$ cat config.mk
export PLATFORM = sky130hd
export DESIGN_NAME = axi4_lite_traffic_gen_multi
export DESIGN_NICKNAME = d
export VERILOG_FILES = /design/src/rtl/axi4_lite_traffic_gen_multi.sv
export SDC_FILE = /design/constraint.sdc
export NUM_CORES = 1
export LEC_CHECK = 0
export BUFFER_PORTS_ARGS = -buffer_cell sky130_fd_sc_hd__clkbuf_2
export CAP_MARGIN = 20
export CORE_UTILIZATION = 25
export DETAILED_ROUTE_END_ITERATION = 12
export PLACE_DENSITY = 0.48
export REMOVE_ABC_BUFFERS = 1
export SLEW_MARGIN = 20
export SYNTH_ARGS = -nofsm -noshare
export SYNTH_HDL_FRONTEND = slang
export SYNTH_SLANG_ARGS = --single-unit
$ cat constraint.sdc
create_clock -name clk_i -period 9.4 [get_ports clk_i]
set_input_delay 0.47 -clock clk_i [delete_from_list [all_inputs] [get_ports clk_i]]
set_output_delay 0.47 -clock clk_i [all_outputs]
set_load 0.01 [all_outputs]
$ cat src/rtl/axi4_lite_traffic_gen_multi.sv
// AXI4-Lite master traffic generator: writes a pattern over an address window,
// reads it back, checks it, and repeats for a number of passes or until stopped.
module axi4_lite_traffic_gen_multi #(
  parameter int              ADDR_WIDTH = 28,
  parameter int              DATA_WIDTH = 64,
  parameter longint unsigned BASE_ADDR  = 0,
  parameter int              NUM_WORDS  = 256,
  parameter int              CNT_WIDTH  = 16
) (
  input  logic                    clk_i,
  input  logic                    reset_i,
  input  logic                    start_i,
  input  logic                    stop_i,
  input  logic [1:0]              mode_i,
  input  logic [CNT_WIDTH-1:0]    passes_i,
  input  logic [31:0]             seed_i,
  output logic [ADDR_WIDTH-1:0]   awaddr_o,
  output logic [2:0]              awprot_o,
  output logic                    awvalid_o,
  input  logic                    awready_i,
  output logic [DATA_WIDTH-1:0]   wdata_o,
  output logic [DATA_WIDTH/8-1:0] wstrb_o,
  output logic                    wvalid_o,
  input  logic                    wready_i,
  input  logic [1:0]              bresp_i,
  input  logic                    bvalid_i,
  output logic                    bready_o,
  output logic [ADDR_WIDTH-1:0]   araddr_o,
  output logic [2:0]              arprot_o,
  output logic                    arvalid_o,
  input  logic                    arready_i,
  input  logic [DATA_WIDTH-1:0]   rdata_i,
  input  logic [1:0]              rresp_i,
  input  logic                    rvalid_i,
  output logic                    rready_o,
  output logic                    busy_o,
  output logic                    done_o,
  output logic [CNT_WIDTH-1:0]    pass_cnt_o,
  output logic [CNT_WIDTH-1:0]    wr_err_cnt_o,
  output logic [CNT_WIDTH-1:0]    rd_err_cnt_o,
  output logic                    err_valid_o,
  output logic [ADDR_WIDTH-1:0]   first_err_addr_o
);

  localparam int BYTES      = DATA_WIDTH / 8;
  localparam int BYTE_SHIFT = $clog2(BYTES);
  localparam int IDX_W      = (NUM_WORDS > 1) ? $clog2(NUM_WORDS) : 1;
  localparam int SHIFT_W    = $clog2(DATA_WIDTH);
  localparam int REP        = DATA_WIDTH / 32;
  localparam logic [ADDR_WIDTH-1:0] BASE      = ADDR_WIDTH'(BASE_ADDR);
  localparam logic [IDX_W-1:0]      LAST_IDX  = IDX_W'(NUM_WORDS - 1);
  localparam logic [31:0]           LFSR_MASK = 32'h8020_0003;

  typedef enum logic [2:0] {
    IDLE    = 3'd0,
    WR_REQ  = 3'd1,
    WR_RESP = 3'd2,
    RD_REQ  = 3'd3,
    RD_DATA = 3'd4,
    DONE    = 3'd5
  } state_t;

  state_t                  state_q, state_d;
  logic [1:0]              mode_q, mode_d;
  logic [CNT_WIDTH-1:0]    passes_q, passes_d;
  logic [31:0]             seed_q, seed_d;
  logic [31:0]             lfsr_q, lfsr_d;
  logic [IDX_W-1:0]        idx_q, idx_d;
  logic                    aw_done_q, aw_done_d;
  logic                    w_done_q, w_done_d;
  logic [CNT_WIDTH-1:0]    pass_cnt_q, pass_cnt_d;
  logic [CNT_WIDTH-1:0]    wr_err_q, wr_err_d;
  logic [CNT_WIDTH-1:0]    rd_err_q, rd_err_d;
  logic                    err_valid_q, err_valid_d;
  logic [ADDR_WIDTH-1:0]   first_err_q, first_err_d;

  logic [ADDR_WIDTH-1:0]   cur_addr;
  logic [DATA_WIDTH-1:0]   addr_ext;
  logic [DATA_WIDTH-1:0]   pattern;
  logic [31:0]             lfsr_next;
  logic [31:0]             seed_eff;
  logic                    last_word;
  logic                    aw_fire;
  logic                    w_fire;
  logic                    rd_bad;
  logic                    unused_resp;

  function automatic logic [CNT_WIDTH-1:0] sat_inc(input logic [CNT_WIDTH-1:0] v);
    return (&v) ? v : v + CNT_WIDTH'(1);
  endfunction

  assign cur_addr  = BASE + (ADDR_WIDTH'(idx_q) << BYTE_SHIFT);
  assign addr_ext  = DATA_WIDTH'(cur_addr);
  assign lfsr_next = {1'b0, lfsr_q[31:1]} ^ (lfsr_q[0] ? LFSR_MASK : 32'h0);
  assign seed_eff  = (seed_i == 32'h0) ? 32'h1 : seed_i;
  assign last_word = (idx_q == LAST_IDX);
  assign aw_fire   = awvalid_o & awready_i;
  assign w_fire    = wvalid_o & wready_i;
  assign rd_bad    = (rdata_i != pattern) | rresp_i[1];
  assign unused_resp = bresp_i[0] ^ rresp_i[0];

  // Pattern depends only on registered state, so it is stable while valids are up
  // and the read phase regenerates it identically from the reloaded seed.
  always_comb begin
    pattern = addr_ext;
    case (mode_q)
      2'd0: pattern = addr_ext;
      2'd1: pattern = ~addr_ext;
      2'd2: pattern = {REP{lfsr_q}};
      2'd3: pattern = DATA_WIDTH'(1) << SHIFT_W'(idx_q);
      default: pattern = addr_ext;
    endcase
  end

  always_ff @(posedge clk_i or posedge reset_i) begin
    if (reset_i) begin
      state_q     <= IDLE;
      mode_q      <= '0;
      passes_q    <= '0;
      seed_q      <= '0;
      lfsr_q      <= '0;
      idx_q       <= '0;
      aw_done_q   <= 1'b0;
      w_done_q    <= 1'b0;
      pass_cnt_q  <= '0;
      wr_err_q    <= '0;
      rd_err_q    <= '0;
      err_valid_q <= 1'b0;
      first_err_q <= '0;
    end else begin
      state_q     <= state_d;
      mode_q      <= mode_d;
      passes_q    <= passes_d;
      seed_q      <= seed_d;
      lfsr_q      <= lfsr_d;
      idx_q       <= idx_d;
      aw_done_q   <= aw_done_d;
      w_done_q    <= w_done_d;
      pass_cnt_q  <= pass_cnt_d;
      wr_err_q    <= wr_err_d;
      rd_err_q    <= rd_err_d;
      err_valid_q <= err_valid_d;
      first_err_q <= first_err_d;
    end
  end

  always_comb begin
    state_d     = state_q;
    mode_d      = mode_q;
    passes_d    = passes_q;
    seed_d      = seed_q;
    lfsr_d      = lfsr_q;
    idx_d       = idx_q;
    aw_done_d   = aw_done_q;
    w_done_d    = w_done_q;
    pass_cnt_d  = pass_cnt_q;
    wr_err_d    = wr_err_q;
    rd_err_d    = rd_err_q;
    err_valid_d = err_valid_q;
    first_err_d = first_err_q;

    case (state_q)
      IDLE, DONE: begin
        if (start_i) begin
          mode_d      = mode_i;
          passes_d    = passes_i;
          seed_d      = seed_eff;
          lfsr_d      = seed_eff;
          idx_d       = '0;
          aw_done_d   = 1'b0;
          w_done_d    = 1'b0;
          pass_cnt_d  = '0;
          wr_err_d    = '0;
          rd_err_d    = '0;
          err_valid_d = 1'b0;
          first_err_d = '0;
          state_d     = WR_REQ;
        end
      end

      WR_REQ: begin
        // AW and W complete independently; the phase ends once both have fired.
        if ((aw_done_q | aw_fire) && (w_done_q | w_fire)) begin
          aw_done_d = 1'b0;
          w_done_d  = 1'b0;
          state_d   = WR_RESP;
        end else begin
          aw_done_d = aw_done_q | aw_fire;
          w_done_d  = w_done_q | w_fire;
        end
      end

      WR_RESP: begin
        if (bvalid_i) begin
          if (bresp_i[1]) begin
            wr_err_d = sat_inc(wr_err_q);
            if (!err_valid_q) begin
              err_valid_d = 1'b1;
              first_err_d = cur_addr;
            end
          end
          idx_d  = idx_q + IDX_W'(1);
          lfsr_d = lfsr_next;
          if (stop_i) begin
            state_d = DONE;
          end else if (last_word) begin
            idx_d   = '0;
            lfsr_d  = seed_q;
            state_d = RD_REQ;
          end else begin
            state_d = WR_REQ;
          end
        end
      end

      RD_REQ: begin
        if (arready_i) begin
          state_d = RD_DATA;
        end
      end

      RD_DATA: begin
        if (rvalid_i) begin
          if (rd_bad) begin
            rd_err_d = sat_inc(rd_err_q);
            if (!err_valid_q) begin
              err_valid_d = 1'b1;
              first_err_d = cur_addr;
            end
          end
          idx_d  = idx_q + IDX_W'(1);
          lfsr_d = lfsr_next;
          if (last_word) begin
            pass_cnt_d = sat_inc(pass_cnt_q);
            if (stop_i || ((passes_q != '0) && ((pass_cnt_q + CNT_WIDTH'(1)) == passes_q))) begin
              state_d = DONE;
            end else begin
              idx_d   = '0;
              lfsr_d  = seed_q;
              state_d = WR_REQ;
            end
          end else if (stop_i) begin
            state_d = DONE;
          end else begin
            state_d = RD_REQ;
          end
        end
      end

      default: state_d = IDLE;
    endcase
  end

  assign awaddr_o         = cur_addr;
  assign araddr_o         = cur_addr;
  assign awprot_o         = 3'b001;
  assign arprot_o         = 3'b001;
  assign wdata_o          = pattern;
  assign wstrb_o          = '1;
  assign awvalid_o        = (state_q == WR_REQ) & ~aw_done_q;
  assign wvalid_o         = (state_q == WR_REQ) & ~w_done_q;
  assign bready_o         = (state_q == WR_RESP);
  assign arvalid_o        = (state_q == RD_REQ);
  assign rready_o         = (state_q == RD_DATA);
  assign busy_o           = (state_q != IDLE) && (state_q != DONE);
  assign done_o           = (state_q == DONE);
  assign pass_cnt_o       = pass_cnt_q;
  assign wr_err_cnt_o     = wr_err_q;
  assign rd_err_cnt_o     = rd_err_q;
  assign err_valid_o      = err_valid_q;
  assign first_err_addr_o = first_err_q;

endmodule

# Word-level counts from Yosys, hierarchy flattened
# Cells that the tools add are included.
[word_totals]
regBits = 172
inputBits = 127
out_inout_bits = 218
elab_cells = 137
[op_classes]
n_addsub = 4
n_eq_ne = 23
n_shift = 1
mux = 60
bitwise = 11
n_reduce_logical = 25
[op_table]
columns = ["op", "count"]
rows = [
  ["32-bit 2-to-1 mux", 9],
  ["64-bit one-hot mux with 4 select lines", 1],
  ["28-bit 2-to-1 mux", 6],
  ["16-bit 2-to-1 mux", 10],
  ["16-bit one-hot mux with 2 select lines", 3],
  ["32-bit one-hot mux with 3 select lines", 1],
  ["28-bit one-hot mux with 3 select lines", 1],
  ["64-bit != test", 1],
  ["11-bit NOT with 64-bit output", 1],
  ["1-bit by 6-bit left shift with 64-bit output, first input constant", 1],
  ["8-bit 2-to-1 mux", 7],
  ["16-bit by 1-bit adder with 16-bit output, second input constant", 3],
  ["16-bit AND reduction", 3],
  ["32-bit logical NOT", 1],
  ["31-bit by 32-bit bitwise XOR with 32-bit output", 1],
  ["3-bit 2-to-1 mux", 9],
  ["8-bit one-hot mux with 3 select lines", 1],
  ["5-bit AND reduction", 4],
  ["16-bit equality test", 1],
  ["2-bit != test, second input constant", 8],
  ["16-bit nonzero test", 1],
  ["3-bit one-hot mux with 5 select lines", 1],
  ["8-bit by 1-bit adder with 8-bit output, second input constant", 1],
  ["8-bit equality test, second input constant", 1],
  ["other kinds (24)", 48],
]

# Logic depth before layout (Yosys ltp)
# Gate-level depths: netlist of run 1.
[logic_depth]
ltp_word = 8
mapped_depth = 14
mapped_depth_nobuf = 11

# Worst setup path after synthesis of run 1
# No wires, ideal clock.
[synth_timing]
path_type = "register to register"
start = "register idx_q[2]"
end = "register rd_err_q[11], in the netlist rd_err_cnt_o[11]"
setup_time_ns = 0.120
arrival_time_ns = 3.243
t_required_ns = 9.280
setup_slack_ns = 6.037
stages_incl_launch_ff = 15
n_path_buf = 3
period_less_slack_ns = 3.363
cell_sequence = "dfrtp_1 -> buf_2 -> buf_2 -> inv_1 -> ha_1 -> nor2b_1 -> a221o_1 -> xor2_1 -> a2111oi_2 -> nand4_1 -> nor4_4 -> and3_1 -> buf_4 -> nor2_1 -> a41o_1"
[synth_between]
elab_chain_cells = 6
word_cells_on_any_way = 7
classes_between = "eq/ne: 2; shift: 1; mux: 1; bitwise: 2; reduce/logical: 1"
[synth_rtl]
columns = ["item", "line", "source"]
rows = [
  ["start: declaration", "68", "logic [IDX_W-1:0] idx_q, idx_d;"],
  ["start signal: assignment", "136", "idx_q <= idx_d;"],
  ["1-bit by 6-bit left shift with 64-bit output", "110", "2'd3: pattern = DATA_WIDTH'(1) << SHIFT_W'(idx_q);"],
  ["64-bit one-hot mux with 4 select lines", "106", "case (mode_q)"],
  ["named net wdata_o[19]", "21", "output logic [DATA_WIDTH-1:0] wdata_o,"],
  ["64-bit != test", "99", "assign rd_bad = (rdata_i != pattern) | rresp_i[1];"],
  ["1-bit bitwise OR", "99", ""],
  ["2-bit by 1-bit != test with 1-bit output (no line)", "-", ""],
  ["5-bit AND reduction (no line)", "-", ""],
  ["end signal: assignment", "141", "rd_err_q <= rd_err_d;"],
  ["end: declaration", "73", "logic [CNT_WIDTH-1:0] rd_err_q, rd_err_d;"],
]
# The timed path passes the listed nets, and every way through them passes these cells.
# A chain may end at the register's enable or synchronous reset.

# Worst setup path in the final report of run 1
[layout_timing]
start = "register idx_q[4]"
end = "register first_err_q[9], in the netlist first_err_addr_o[9]"
[layout_between]
elab_chain_cells = 6
word_cells_on_any_way = 7
classes_between = "eq/ne: 2; shift: 1; mux: 1; bitwise: 2; reduce/logical: 1"
[layout_rtl]
columns = ["item", "line", "source"]
rows = [
  ["1-bit by 6-bit left shift with 64-bit output or 11-bit NOT with 64-bit output (tied branches)", "110, 108", ""],
  ["64-bit one-hot mux with 4 select lines *", "106", ""],
  ["64-bit != test *", "99", ""],
  ["1-bit bitwise OR *", "99", ""],
  ["2-bit by 1-bit != test with 1-bit output (no line) *", "-", ""],
  ["6-bit AND reduction (no line) *", "-", ""],
  ["end signal: assignment", "143", "first_err_q <= first_err_d;"],
  ["end: declaration", "75", "logic [ADDR_WIDTH-1:0] first_err_q, first_err_d;"],
]
# Mark *: on every way between the ends. The rest lies on a longest branch, timed or not.

==> impl_metrics.toml, run 1 <==
[worst_setup_path]
worst_ep_arrival_time_ps = 5500
cp_max_fo = 23
critical_path_class = "reg2reg"
cp_data_required_time_ps = 9760
cp-start-kind = "flop"
end_kind = "flop"

[clock_tree]
postCtsSetupBuffers = 0
htree_levels = 4
post_cts_resized = 0
cts.clk_slew.worst_paths_ps = 70
ctsHoldBuffers = 0
clock_path_buffers = 2
cts_tree = "built"
cts-root-buf = "clkbuf_16"
clock_sinks = 152
clock_latency_ps = 440
numCtsBuffers = 17

[yosys]
synth_cells = 1355
yosys.area.top_type_share_pct = 35.0
post_synth_instance_area_sq_um = 10900
synth.top_cells.by_area = "dfrtp_1 (35%), nand2_1 (7.5%), buf_4 (5.7%)"
synth_top_family_by_area = "simple AND/OR/NAND/NOR gates"
postSynthAreaPerCell_sq_um = 8.01
synthSimpleGateAreaFrac_pct = 26.3
synth_top_area_cell = "dfrtp_1"
synth_seq_cells = 152
ys_types = 68
synth_edf_count = 0
yosysSeqAreaShare_pct = 35.0
yosys.area_share.adder_pct = 1.04
synth-xor-area-share_pct = 7.34
synthFlopType = "dfrtp_1"
synthArstFlopShare_pct = 100
yosysWarnings = 0
muxShareOfSynthArea_pct = 3.07
synth_compound_area_share_pct = 17.0

[sta]
grt_setup_unrepaired = "false"
skew_ps = 12.5
slew_viol_final = 0
fin_crit_sh_pct = 54.7
fmax_mhz = 194
fin_crit_ps = 5140
hold_viol_final = 0
finalSetupViolCount = 0
setup_tns_ps = 0
relSlewSlack_pct = 34.6
worst_slack_ps = 4260
max_slew.worst_pin.slew_ps = 973

[route]
drcViolationCount = 0
ant_nets = 0
drt_iter0_drc = 870
vias_per_cell = 5.02
first_pass_iters = 5
dr_total_vias = 10800
wl_per_cell_um = 19.5
routed_wirelength_um = 42000

[finish]
layout_common_cells = "clkbuf_2 (268), nand2_1 (216), dfrtp_1 (152), a21oi_1 (106), nor2_1 (95)"
fin_cells = 2152
layout_commonest_cell = "clkbuf_2"
layout-drive-gt1-share_pct = 22.5
area.growth.synth_to_final_pct = 19.5
final_nets = 1692
postLayoutCellArea_sq_um = 13000

[floorplan]
die-width_um = 210
die_y_um = 210
coreArea_sq_um = 42400
ios = 345
die-area_sq_um = 44200
start_util_pct = 25.6
num_rows = 75

[run_status]
outcome = "finished, final reports clean"

[grt]
grt_pass1_vias = 9966
grt_pass1_wl_um = 62900
antenna_found_initial = 14
gr-total-overflow = 0
grt_usage_pct = 18.7
grt_max_degree = 91

[placed_design]
port_buffers = 268
gp_congestion = 0.902
dp_cells = 2114
dp_slack_ps = 4290
dpl_cell_area_sq_um = 12400
dpl.hpwl_um = 30600

[power_and_ir_drop]
cellPowerDensity_nw_per_um2 = 312
irDropWorstVdd_mv = 0.151
p_total_mw = 4.04
leakage_nw = 6.02

[min_path]
hold_class = "in2async"

[job]
maxCapViolations = 0
-- per-layer routing --
metal	vias to the layer above	GRT usage, %	part of all wire (%)
li1	5064	-	-
met1	5262	25.6	45
met2	408	29.4	47
met3	50	3.80	6.3
met4	18	6.04	1.6
met5	-	0	0.28
-- layout make-up --
cell class | instances | area (sq um)
inverters | 28 | 110
multi-input cells | 1073 | 6270
diodes | 6 | 15.0
well taps | 577 | 722
fillers | 4639 | 29400
clock inverters | 11 | 121
flip-flops and latches | 152 | 3800
clock buffers | 21 | 470
repair buffers | 284 | 1460
-- where the power goes --
| group | internal (mW) | switching, mW | total, mW | leakage (nW) |
|---|---|---|---|---|
| Sequential | 0.860 | 0.257 | 1.12 | 1.93 |
| Clock | 0.413 | 0.304 | 0.716 | 0.289 |
| Combinational | 0.807 | 1.40 | 2.21 | 3.79 |
-- through the flow --
step | hold WS (ps) | util, %
after floorplan | 446 | -
after global placement | 458 | 29.2
after detailed placement | 462 | 29.2
after CTS | 224 | 30.5
after global routing | 245 | 30.6
final | 199 | 30.6
-- cells in the mapped netlist, types with 13 or more instances --
library cell / number
mux2i_1: 13
nand4_1: 32
a221o_1: 40
o21ai_0: 63
xor2_1: 62
and3_1: 22
nor4_1: 28
nand2_1: 217
clkbuf_1: 60
nand3_1: 93
xnor2_1: 29
buf_2: 23
nor2_1: 97
nand2b_1: 13
mux2_2: 18
nor3_1: 17
inv_1: 28
o31ai_1: 17
buf_4: 83
dfrtp_1: 152
a21oi_1: 106
-- sequential cells by signal, summed over array words and instances (netlist names) --
name and cells:
pass_cnt_o 16, err_valid_o 1, passes_q 16, lfsr_q 32
first_err_addr_o 8, idx_q 8, w_done_q 1, seed_q 32
aw_done_q 1, rd_err_cnt_o 16, state_q 3, mode_q 2
wr_err_cnt_o 16
-- final timing paths --
check | start | slack, ps | cells past startpoint | endpoint
max in group asynchronous | reset_i | 7690 | 3 | lfsr_q[12]
max reg2reg | idx_q[4] | 4260 | 9 | first_err_addr_o[9]
min reg2reg | seed_q[12] | 480 | 2 | seed_q[12]
min | reset_i | 200 | 2 | seed_q[18]
max | idx_q[4] | 4260 | 9 | first_err_addr_o[9]
min in group clk_i | mode_i[0] | 240 | 3 | mode_q[0]
-- critical path, cell delays in order (launching register included) --
cell,delay (ps)
dfrtp_1,900
and4b_1,540
a221o_1,460
xor2_1,210
nor4_1,810
o2111ai_1,410
nor4_4,480
nand3_1,590
nand3_2,430
mux2i_1,210
-- kinds of logic (layout without fill, tap and decap cells) --
group,count (synthesis),count (layout)
buffers and inverters,202,344
DFF,152,152
adders and majority gates,9,9
xor gates and xnor gates,91,91
other,2,80
AOI/OAI and AO/OA,284,284
muxes,31,31
and+or+nand+nor,584,584
Note: power is estimated with default switching activity, not from simulation.
==> run 2, diff against run 1 <==
Settings changed: PLACE_DENSITY 0.48 to 0.5.
Clock period 9.4 ns to 4.2 ns, I/O delays scaled along.
==> run 2 against run 1 <==
Clock skew about the same; register-to-register slack lost 3800 ps; sequential power increased by 120%; clock power is 110% higher; clock-buffer cell count is 2 lower; global-route usage decreased by 0.16 points; largest power group unchanged.
==> impl_metrics.toml, run 2 (synthesis results as in run 1) <==
[placed_design]
dp_slack_ps = 515
port_buffers = 268
dpl_cell_area_sq_um = 12600
gp_congestion = 0.953
dpl.hpwl_um = 31100

[finish]
layout_common_cells = "clkbuf_2 (268), nand2_1 (217), dfrtp_1 (152), a21oi_1 (106), nor2_1 (95)"
area.growth.synth_to_final_pct = 23.9
reg_top3 = "lfsr_q x32, seed_q x32"
layout_commonest_cell = "clkbuf_2"
layout-drive-gt1-share_pct = 23.5
fin_util_pct = 31.7
final_nets = 1744
postLayoutCellArea_sq_um = 13400

[power_and_ir_drop]
power.internal_mw = 4.70
cellPowerDensity_nw_per_um2 = 679
clkPwrFrac_pct = 16.4
sequentialPowerShare_pct = 27.6
switching_share_pct = 48.5
p_switching_mw = 4.42
p_comb_share_pct = 56.0
irDropWorstVdd_mv = 0.293
leakage_nw = 6.25

[route]
ant_nets = 0
vias_per_cell = 4.98
drt_iter0_drc = 1029
wl_per_cell_um = 19.0
routed_wirelength_um = 41700
drcViolationCount = 0
dr_total_vias = 11000
first_pass_iters = 8

[clock_tree]
htree_levels = 4
postCtsSetupBuffers = 0
clock_latency_ps = 440
cts_tree = "built"
clock_path_buffers = 2
cts-root-buf = "clkbuf_16"
numCtsBuffers = 17
cts.clk_slew.worst_paths_ps = 70
clock_sinks = 152

[grt]
grt_usage_pct = 18.6
use_met3_pct = 3.62
antenna_found_initial = 8
met2_usage_pct = 29.6
top_usage_layer = "met2"
gr-total-overflow = 0
grt_pass1_vias = 10200
use_met1_pct = 25.5
grt_max_degree = 86
grt_pass1_wl_um = 63000

[sta]
holdWs_ps = 23.9
worst_slack_ps = 464
max_slew.worst_pin.slew_ps = 797
relSlewSlack_pct = 46.8
skew_ps = 12.9
finalSetupViolCount = 0
fmax_mhz = 268
fin_crit_ps = 3740
slew_viol_final = 0
fin_crit_sh_pct = 88.9
hold_viol_final = 0
grt_setup_unrepaired = "false"

[floorplan]
die_y_um = 210
ios = 345
num_rows = 75
start_util_pct = 25.6
die-width_um = 210
coreArea_sq_um = 42400
die-area_sq_um = 44200

[worst_setup_path]
worst_ep_arrival_time_ps = 4060
cp-start-kind = "flop"
cp_max_fo = 11
cp_data_required_time_ps = 4520
critical_path_class = "reg2reg"
end_kind = "flop"

[run_status]
outcome = "finished, final reports clean"

[job]
maxCapViolations = 0

[min_path]
hold_class = "in2reg"
[run 2: changes by cell type in the layout (fill, tap and decap cells not counted), moves of 2 or more]
| cell | before | now |
|---|---|---|
| buf_12 | 0 | 5 |
| buf_4 | 16 | 40 |
| clkinv_2 | 4 | 2 |
| clkinvlp_4 | 2 | 6 |
| dlygate4sd3_1 | 0 | 23 |
[run 2: cell type report]
class	instances	area (sq um)
inverter	28	110
tap	577	722
antenna	5	12.5
fill	4607	29000
clock inverter	11	103
clock buffer	19	453
multi-input combinational	1073	6270
timing repair buffer	336	1970
sequential	152	3800
[run 2: what timing repair did]
item	4_1_cts	5_1_grt
hold buffers	23	0
resized for setup	0	0
endpoints found under the hold margin	89	0
[run 2: through the flow]
stage	setup TNS (ps)	cells	power (mW)
CTS	0	2196	9.17
detailed placement	0	2143	7.61
floorplan	-77990	1253	5.47
global placement	0	2143	7.57
finish	0	2201	9.12
global route	0	2201	9.76
[run 2: path summary, 6_finish.rpt]
path | slack, ps | startpoint | cells past startpoint | endpoint
worst max-delay path | 460 | idx_q[0] | 13 | rd_err_cnt_o[11]
worst min-delay path | 20 | seed_i[16] | 3 | seed_q[16]
worst max register to register | 460 | idx_q[0] | 13 | rd_err_cnt_o[11]
worst min register to register | 470 | seed_q[1] | 2 | seed_q[1]
max in group asynchronous | 2870 | reset_i | 4 | first_err_addr_o[5]
min in group asynchronous | 400 | reset_i | 3 | wr_err_cnt_o[9]
[run 2: routing by layer]
| layer | vias to the layer above | routed length (um) |
|---|---|---|
| li1 | 5159 | - |
| met1 | 5292 | 18500 |
| met2 | 465 | 19600 |
| met3 | 45 | 2910 |
| met4 | 6 | 676 |
| met5 | - | 35 |
[run 2: power groups by stage]
stage / Sequential, mW / Clock, mW / Combinational (mW)
3_3_place_gp: 2.51 / 0 / 5.05
3_5_place_dp: 2.53 / 0 / 5.08
6_report: 2.51 / 1.50 / 5.11
4_1_cts: 2.50 / 1.54 / 5.12
5_1_grt: 2.58 / 1.59 / 5.58
2_1_floorplan: 2.37 / 0 / 3.10
[run 2: worst max-delay path: stages (launching register included)]
cell and delay (ps):
dfrtp_1 380, inv_1 120, ha_1 310, nor3b_1 700, a221o_1 320, xor2_1 90, nor4_1 370, nand4_1 200
nor4_4 270, buf_4 180, and3_1 240, buf_12 150, nor2_1 40, a41o_1 230
